$ cat src/rtl/hamming_stream_decoder_if.sv
// Stream bundle between the deframer, the Hamming(7,4) decoder and the consumer.
// Upstream side: code_in/in_valid/in_ready.
// Downstream side: data_out/syndrome/err_flag/out_valid/out_ready.
// The slave modport is the decoder's view; the master modport is the surrounding logic.
interface hamming_stream_decoder_if;
  logic [6:0] code_in;    // {d3,d2,d1,d0,p2,p1,p0}
  logic       in_valid;
  logic       in_ready;
  logic [3:0] data_out;   // {d3,d2,d1,d0}
  logic [2:0] syndrome;
  logic       err_flag;
  logic       out_valid;
  logic       out_ready;

  modport master (
    output code_in, in_valid, out_ready,
    input  in_ready, data_out, syndrome, err_flag, out_valid
  );

  modport slave (
    input  code_in, in_valid, out_ready,
    output in_ready, data_out, syndrome, err_flag, out_valid
  );
endinterface

$ cat src/rtl/hamming_stream_decoder.sv
// Streaming Hamming(7,4) decoder with a two-stage valid/ready pipeline.
// S1 captures the data bits and the syndrome of each accepted codeword.
// S2 holds the corrected data, syndrome and err_flag, and drives the outputs.
// Optional build macro HAMMING_DEC_STATS_EN adds saturating counters:
// word_count counts delivered words, corr_count counts corrected words.
// Without the macro both counters read 0 and clr_stats is ignored.
module hamming_stream_decoder #(
  parameter int CNT_WIDTH = 8
) (
  input  logic                     clk,
  input  logic                     reset,
  hamming_stream_decoder_if.slave  bus,
  input  logic                     clr_stats,
  output logic [CNT_WIDTH-1:0]     word_count,
  output logic [CNT_WIDTH-1:0]     corr_count
);

  // Syndrome {s2,s1,s0}. Each bit rechecks one parity equation of the encoder.
  function automatic logic [2:0] calc_syndrome(input logic [6:0] c);
    logic [2:0] s;
    s[2] = c[2] ^ c[6] ^ c[5] ^ c[4];
    s[1] = c[1] ^ c[6] ^ c[5] ^ c[3];
    s[0] = c[0] ^ c[6] ^ c[4] ^ c[3];
    return s;
  endfunction

  // Mask of the data bit that the syndrome points at.
  // Syndromes that point at parity bits leave the data untouched.
  function automatic logic [3:0] data_fix(input logic [2:0] s);
    logic [3:0] m;
    m = 4'b0000;
    case (s)
      3'b111:  m = 4'b1000;  // d3
      3'b110:  m = 4'b0100;  // d2
      3'b101:  m = 4'b0010;  // d1
      3'b011:  m = 4'b0001;  // d0
      default: m = 4'b0000;  // clean, or p2/p1/p0 flipped
    endcase
    return m;
  endfunction

  // Stage valid bits: vld_q[1] = S1 occupied, vld_q[2] = S2 occupied (out_valid).
  logic [2:1] vld_q, vld_d;

  logic [3:0] s1_data_q, s1_data_d;
  logic [2:0] s1_syn_q,  s1_syn_d;

  logic [3:0] s2_data_q, s2_data_d;
  logic [2:0] s2_syn_q,  s2_syn_d;
  logic       s2_err_q,  s2_err_d;

  logic       adv1, adv2;
  logic [2:0] syn_in;
  logic       out_fire;

  assign syn_in = calc_syndrome(bus.code_in);

  // S2 may move when it is empty or the consumer takes its word.
  // S1 may move when it is empty or S2 moves.
  assign adv2     = !vld_q[2] || bus.out_ready;
  assign adv1     = !vld_q[1] || adv2;
  assign out_fire = vld_q[2] && bus.out_ready;

  assign bus.in_ready  = adv1;
  assign bus.out_valid = vld_q[2];
  assign bus.data_out  = s2_data_q;
  assign bus.syndrome  = s2_syn_q;
  assign bus.err_flag  = s2_err_q;

  // Next-state for both stages. A stalled stage keeps its contents.
  always_comb begin
    vld_d     = vld_q;
    s1_data_d = s1_data_q;
    s1_syn_d  = s1_syn_q;
    s2_data_d = s2_data_q;
    s2_syn_d  = s2_syn_q;
    s2_err_d  = s2_err_q;

    if (adv1) begin
      vld_d[1] = bus.in_valid;
      if (bus.in_valid) begin
        s1_data_d = bus.code_in[6:3];
        s1_syn_d  = syn_in;
      end
    end

    if (adv2) begin
      vld_d[2] = vld_q[1];
      if (vld_q[1]) begin
        s2_data_d = s1_data_q ^ data_fix(s1_syn_q);
        s2_syn_d  = s1_syn_q;
        s2_err_d  = |s1_syn_q;
      end
    end
  end

  // Pipeline registers. Reset discards any words in flight and clears the outputs.
  always_ff @(posedge clk or posedge reset) begin
    if (reset) begin
      vld_q     <= '0;
      s1_data_q <= '0;
      s1_syn_q  <= '0;
      s2_data_q <= '0;
      s2_syn_q  <= '0;
      s2_err_q  <= 1'b0;
    end else begin
      vld_q     <= vld_d;
      s1_data_q <= s1_data_d;
      s1_syn_q  <= s1_syn_d;
      s2_data_q <= s2_data_d;
      s2_syn_q  <= s2_syn_d;
      s2_err_q  <= s2_err_d;
    end
  end

`ifdef HAMMING_DEC_STATS_EN
  logic [CNT_WIDTH-1:0] word_cnt_q, word_cnt_d;
  logic [CNT_WIDTH-1:0] corr_cnt_q, corr_cnt_d;

  // Saturating counters. They step on every output transfer, and clr_stats wins over a step.
  always_comb begin
    word_cnt_d = word_cnt_q;
    corr_cnt_d = corr_cnt_q;
    if (clr_stats) begin
      word_cnt_d = '0;
      corr_cnt_d = '0;
    end else if (out_fire) begin
      if (word_cnt_q != '1)
        word_cnt_d = word_cnt_q + CNT_WIDTH'(1);
      if (s2_err_q && (corr_cnt_q != '1))
        corr_cnt_d = corr_cnt_q + CNT_WIDTH'(1);
    end
  end

  // Counter registers
  always_ff @(posedge clk or posedge reset) begin
    if (reset) begin
      word_cnt_q <= '0;
      corr_cnt_q <= '0;
    end else begin
      word_cnt_q <= word_cnt_d;
      corr_cnt_q <= corr_cnt_d;
    end
  end

  assign word_count = word_cnt_q;
  assign corr_count = corr_cnt_q;
`else
  // Statistics are not built: the counters read 0 and clr_stats has no effect.
  logic unused_stats;
  assign unused_stats = clr_stats ^ out_fire;
  assign word_count   = '0;
  assign corr_count   = '0;
`endif

endmodule

$ cat src/flat_wrapper.sv
// flat-port wrapper written by rule: the top's interface ports become plain ports
module hamming_stream_decoder_flat 
#(
  parameter int CNT_WIDTH = 8
)
  (clk, reset, clr_stats, word_count, corr_count, bus_code_in, bus_in_valid, bus_out_ready, bus_in_ready, bus_data_out, bus_syndrome, bus_err_flag, bus_out_valid);
  hamming_stream_decoder_if bus_i ();
  input  logic clk;
  input  logic reset;
  input  logic clr_stats;
  output logic [CNT_WIDTH-1:0] word_count;
  output logic [CNT_WIDTH-1:0] corr_count;
  input wire logic [$bits(bus_i.code_in)-1:0] bus_code_in;
  input wire logic [$bits(bus_i.in_valid)-1:0] bus_in_valid;
  input wire logic [$bits(bus_i.out_ready)-1:0] bus_out_ready;
  output wire logic [$bits(bus_i.in_ready)-1:0] bus_in_ready;
  output wire logic [$bits(bus_i.data_out)-1:0] bus_data_out;
  output wire logic [$bits(bus_i.syndrome)-1:0] bus_syndrome;
  output wire logic [$bits(bus_i.err_flag)-1:0] bus_err_flag;
  output wire logic [$bits(bus_i.out_valid)-1:0] bus_out_valid;
  assign bus_i.code_in = bus_code_in;
  assign bus_i.in_valid = bus_in_valid;
  assign bus_i.out_ready = bus_out_ready;
  assign bus_in_ready = bus_i.in_ready;
  assign bus_data_out = bus_i.data_out;
  assign bus_syndrome = bus_i.syndrome;
  assign bus_err_flag = bus_i.err_flag;
  assign bus_out_valid = bus_i.out_valid;
  hamming_stream_decoder #(.CNT_WIDTH(CNT_WIDTH)) u_core (.clk(clk), .reset(reset), .bus(bus_i), .clr_stats(clr_stats), .word_count(word_count), .corr_count(corr_count));
endmodule
$ cat config.mk
export PLATFORM = sky130hd
export DESIGN_NAME = hamming_stream_decoder_flat
export DESIGN_NICKNAME = d
export VERILOG_FILES = /design/src/rtl/hamming_stream_decoder_if.sv /design/src/rtl/hamming_stream_decoder.sv /design/src/flat_wrapper.sv
export SDC_FILE = /design/constraint.sdc
export NUM_CORES = 1
export LEC_CHECK = 0
export CORE_MARGIN = 8
export CORE_UTILIZATION = 37
export DETAILED_ROUTE_END_ITERATION = 8
export GPL_TIMING_DRIVEN = 0
export PLACE_DENSITY_LB_ADDON = 0.15
export SLEW_MARGIN = 15
export SYNTH_ARGS = -nofsm -noshare
export SYNTH_HDL_FRONTEND = slang
export SYNTH_SLANG_ARGS = --single-unit
$ cat constraint.sdc
create_clock -name clk -period 1.1 [get_ports clk]
set_input_delay 0.22 -clock clk [delete_from_list [all_inputs] [get_ports clk]]
set_output_delay 0.22 -clock clk [all_outputs]
set_load 0.02 [all_outputs]
[After elaboration in Yosys (flattened, before gate mapping)]
Index checks and enable logic that the tools add are counted.
W data, S select, Z words.
Word-level totals
  register bits: 17
  input port bits: 12
  output and inout port bits: 26
  word-level logic and storage cells: 31
Cells by class
  equality and inequality tests: 4
  multiplexer cells: 3
  bitwise gates (word level): 10
  reductions and logical operators: 7
Operators with widths (number)
  $pmux W4 S4: 1
  $eq A3 B3 Y1 const B: 3
  $xor A1 B1 Y1: 9
  $mux W4: 2
  $reduce_and A2 Y1: 2
  $xor A4 B4 Y4: 1
  $eq A3 B2 Y1 const B: 1
  $reduce_or A3 Y1: 1
  $logic_not A1 Y1: 2
  $logic_or A1 B1 Y1: 2

[Longest topological paths before layout]
  depth after elaboration: 5
  mapped depth: 3

[Worst setup path after synthesis]
Ideal clock, no wire load.
  kind: register to register
  from: register u_core.vld_q[2] in the netlist's numbering
  to: register u_core.s1_data_q[0]
  data arrival time: 1.296 ns
  data required time: 0.975 ns
  setup slack: -0.321 ns
  stages on the path, launching flop included: 4
  path through: dfrtp_1 > nand3b_1 > nand2_2 > mux2_2
On the way
  cells in the longest elaborated chain, start to end: 4
Ends and longest elaborated chain
  start: declaration: line hamming_stream_decoder.sv:43  | logic [2:1] vld_q, vld_d;
  start signal: assignment: line hamming_stream_decoder.sv:107  | vld_q <= vld_d;
  $logic_not A1 Y1: line hamming_stream_decoder.sv:60  | assign adv2 = !vld_q[2] || bus.out_ready;
  $logic_or A1 B1 Y1: line hamming_stream_decoder.sv:60
  $logic_or A1 B1 Y1: line hamming_stream_decoder.sv:61  | assign adv1 = !vld_q[1] || adv2;
  via bus_in_ready: line flat_wrapper.sv:16  | output wire logic [$bits(bus_i.in_ready)-1:0] bus_in_ready;
  $reduce_and A2 Y1 (no source line)
  end signal: assignment: line hamming_stream_decoder.sv:108  | s1_data_q <= s1_data_d;
  end: declaration: line hamming_stream_decoder.sv:45  | logic [3:0] s1_data_q, s1_data_d;
The timed path passes the listed nets, and every way through them passes these cells.
A chain may end at the register's enable or synchronous reset.

[Worst setup path after layout]
  from: input bus_out_ready
  to: register u_core.s1_syn_q[2]
On the way
  cells in the longest elaborated chain, start to end: 3
Ends and longest elaborated chain
  start: declaration: line flat_wrapper.sv:15  | input wire logic [$bits(bus_i.out_ready)-1:0] bus_out_ready;
  $logic_or A1 B1 Y1: line hamming_stream_decoder.sv:60
  $logic_or A1 B1 Y1: line hamming_stream_decoder.sv:61
  $reduce_and A2 Y1 (no source line)
  end signal: assignment: line hamming_stream_decoder.sv:109  | s1_syn_q <= s1_syn_d;
  end: declaration: line hamming_stream_decoder.sv:46  | logic [2:0] s1_syn_q, s1_syn_d;
Every way passes these cells.

==> impl_metrics.toml <==
[status]
status = "finished, violations left"
violations = "negative setup slack"

[place]
gp_congestion = 0.677
hpwl_mm = 1.30
port_buffers = 20

[logic_synthesis]
synth_top_area_cell = "dfrtp_1"
synth_ff_type = "dfrtp_1"
synth.avg_cell_area_um2 = 12.2
synth_area_leaders = "dfrtp_1, mux2_2, buf_4"
netlist_instances = 74
ys_seq_elements = 17
ys_seq_area_frac = 0.471
async_reset_ff_frac = 1.00
synth_cell_types = 16
synth_most_common_cell = "dfrtp_1"
synth_top_area_frac = 0.471
synth_area_um2 = 903
synthTopCellsByCount = "dfrtp_1, buf_4, mux2_2"
ys_warn_count = 0
synth-edff-count = 0

[die]
core-area_um2 = 2390
initial_core_util = 0.378
die_height_um = 65.4
rows = 18
top_level_ports = 38
die_area_um2 = 4280
die_w_um = 65.4

[global_route]
gr-usage-all-layers = 0.0794
grt_max_degree = 18
grt_pass1_vias = 634
overflow = 0
grt_pass1_wl_mm = 2.71
antenna_found_initial = 0

[pwr]
power.density_nw_per_um2 = 1700
peakVddDrop_uv = 748
p_clk_frac = 0.149
seqPwrFrac = 0.446
power_frac_comb = 0.405
internal_power_mw = 1.39
switching_power_mw = 0.734
power_leakage_nw = 0.592
sw_frac_of_total = 0.346

[timing]
min_period_ps = 1280
relSlewSlack = 0.579
clock.fmax_ghz = 0.780
fin_ws_ps = -181
setup_tns_ps = -2100
tightest_slew_ps = 631
fin_worst_skew_ps = 0.841
final_hold_viol_count = 0
min_period_over_period = 1.16
drv_slew = 0
setup_violations = 15
rsz0062_at_grt = "yes"
worst_hold_slack_ps = 317

[routing]
drt-wirelength-per-cell_um = 11.3
post-route-drc-count = 0
vias_per_cell = 4.06
dr.pass1.iters = 4
drt-total-wl_mm = 1.64
drt_iter0_markers = 5
ant_nets = 0
vias = 588

[min_path]
hold_class = "primary input to asynchronous set/reset pin"

[worst_setup_path]
endpoint = "u_core.s1_syn_q[2]"
cp_max_fo = 7
criticalPathCategory = "primary input to register"
r2r-start = "u_core.vld_q[2]"
cp-startpoint = "bus_out_ready"
r2r_slack_ps = -130
cp.required_ps = 1270
cp.arrival_ps = 1450
rr_worst_depth = 4
end_kind = "register"
critical_path.startpoint_type = "primary input"
regToRegEndpoint = "u_core.s1_syn_q[2]"

[final_layout]
diodes = 0
layout-area-overhead-vs-synth_pct = 37.7
final_nets = 128
layout-drive-gt1-share = 0.435

[clock_tree]
cts-root-buf = "clkbuf_4"
hold_buffers = 0
clock_latency_ps = 280
htree_num_levels = 1
cts.clk_slew.worst_paths_ps = 90
tritoncts = "built"
cts_sinks = 17
cts_buffers = 3
clockBufferDepth = 2

[flow_run]
max-cap-violations = 0
==> sequential cells by signal, indices dropped and copies added (netlist names) <==
name / count
u_core.vld_q: 2
u_core.bus.data_out: 4
u_core.bus.syndrome: 3
u_core.s1_data_q: 4
u_core.bus.err_flag: 1
u_core.s1_syn_q: 3
==> power by group through the flow <==
stage          Combinational (mW)  Clock [mW]  Sequential, mW
2_1_floorplan               0.450           0            1.10
3_3_place_gp                0.963           0           0.960
3_5_place_dp                0.975           0           0.967
4_1_cts                     0.871       0.337           0.948
5_1_grt                     0.935       0.361           0.975
6_report                    0.859       0.316           0.945
==> worst max-delay path: stages <==
cell and delay, ps:
clkdlybuf4s50_1 430, nand3b_1 220, buf_4 190, nand2_8 90, mux2_4 300
==> metrics by stage <==
step                      instance area [um2]  setup WS, ps  power, mW  instances   util
after floorplan                           995          -245       1.55         89      -
after global placement                   1230          -636       1.92        139  0.516
after detailed placement                 1230          -645       1.94        139  0.516
after CTS                                1240          -120       2.16        145  0.520
after global routing                     1240          -187       2.27        145  0.521
final                                    1240          -181       2.12        145  0.521
==> what timing repair did <==
| item | in CTS | in global routing |
|---|---|---|
| pin swaps | 1 | 0 |
| endpoints found under the setup margin | 24 | 16 |
| endpoints found under the hold margin | 0 | 0 |
| buffers inserted | 2 | 0 |
| gates resized for setup | 44 | 1 |
==> cells by family (layout without fill, tap and decap cells) <==
logic type,Yosys count,count (layout),synth area share
AND/OR/NAND/NOR,11,11,0.0762
other,1,16,0.00415
flip-flops,17,17,0.471
buffers and inverters,17,43,0.137
XOR/XNOR,12,12,0.125
multiplexers,14,14,0.175
AO/OA/AOI/OAI,2,2,0.0125
==> cells in the final DEF (no fill, tap or decap), drive strengths merged <==
cell type / instances
a21oi: 1
inv: 1
nor3: 1
clkdlybuf4s50: 10
conb: 16
a31oi: 1
buf: 28
mux2: 14
clkbuf: 4
nand2: 2
nand2b: 3
nand3b: 4
xnor2: 10
xor2: 2
dfrtp: 17
nand3: 1
==> final cells by class <==
cell class	instances	area (um2)
buffer	16	120
clock buffer	4	26.3
fill	238	1140
inverter	1	3.75
multi-input combinational	55	458
sequential	17	428
tap	30	37.5
timing repair buffer	22	170
==> worst min-delay path by stage <==
stage / start / to / cells after the start
3_3_place_gp: u_core.bus.data_out[3] / u_core.bus.data_out[3] / 1
2_1_floorplan: reset / u_core.bus.data_out[0] / 1
5_1_grt: reset / u_core.bus.syndrome[0] / 2
6_report: reset / u_core.bus.err_flag / 2
4_1_cts: reset / u_core.vld_q[1] / 2
3_5_place_dp: u_core.bus.data_out[3] / u_core.bus.data_out[3] / 1
==> per-layer routing <==
layer / share of wire / vias up / GRT usage
met4: 0.018 / 0 / 0.0572
met3: 0.082 / 2 / 0.0170
met1: 0.38 / 268 / 0.0822
li1: - / 296 / -
met2: 0.52 / 22 / 0.139
met5: 0 / - / 0
No activity file was read; power rests on OpenSTA's default activity.
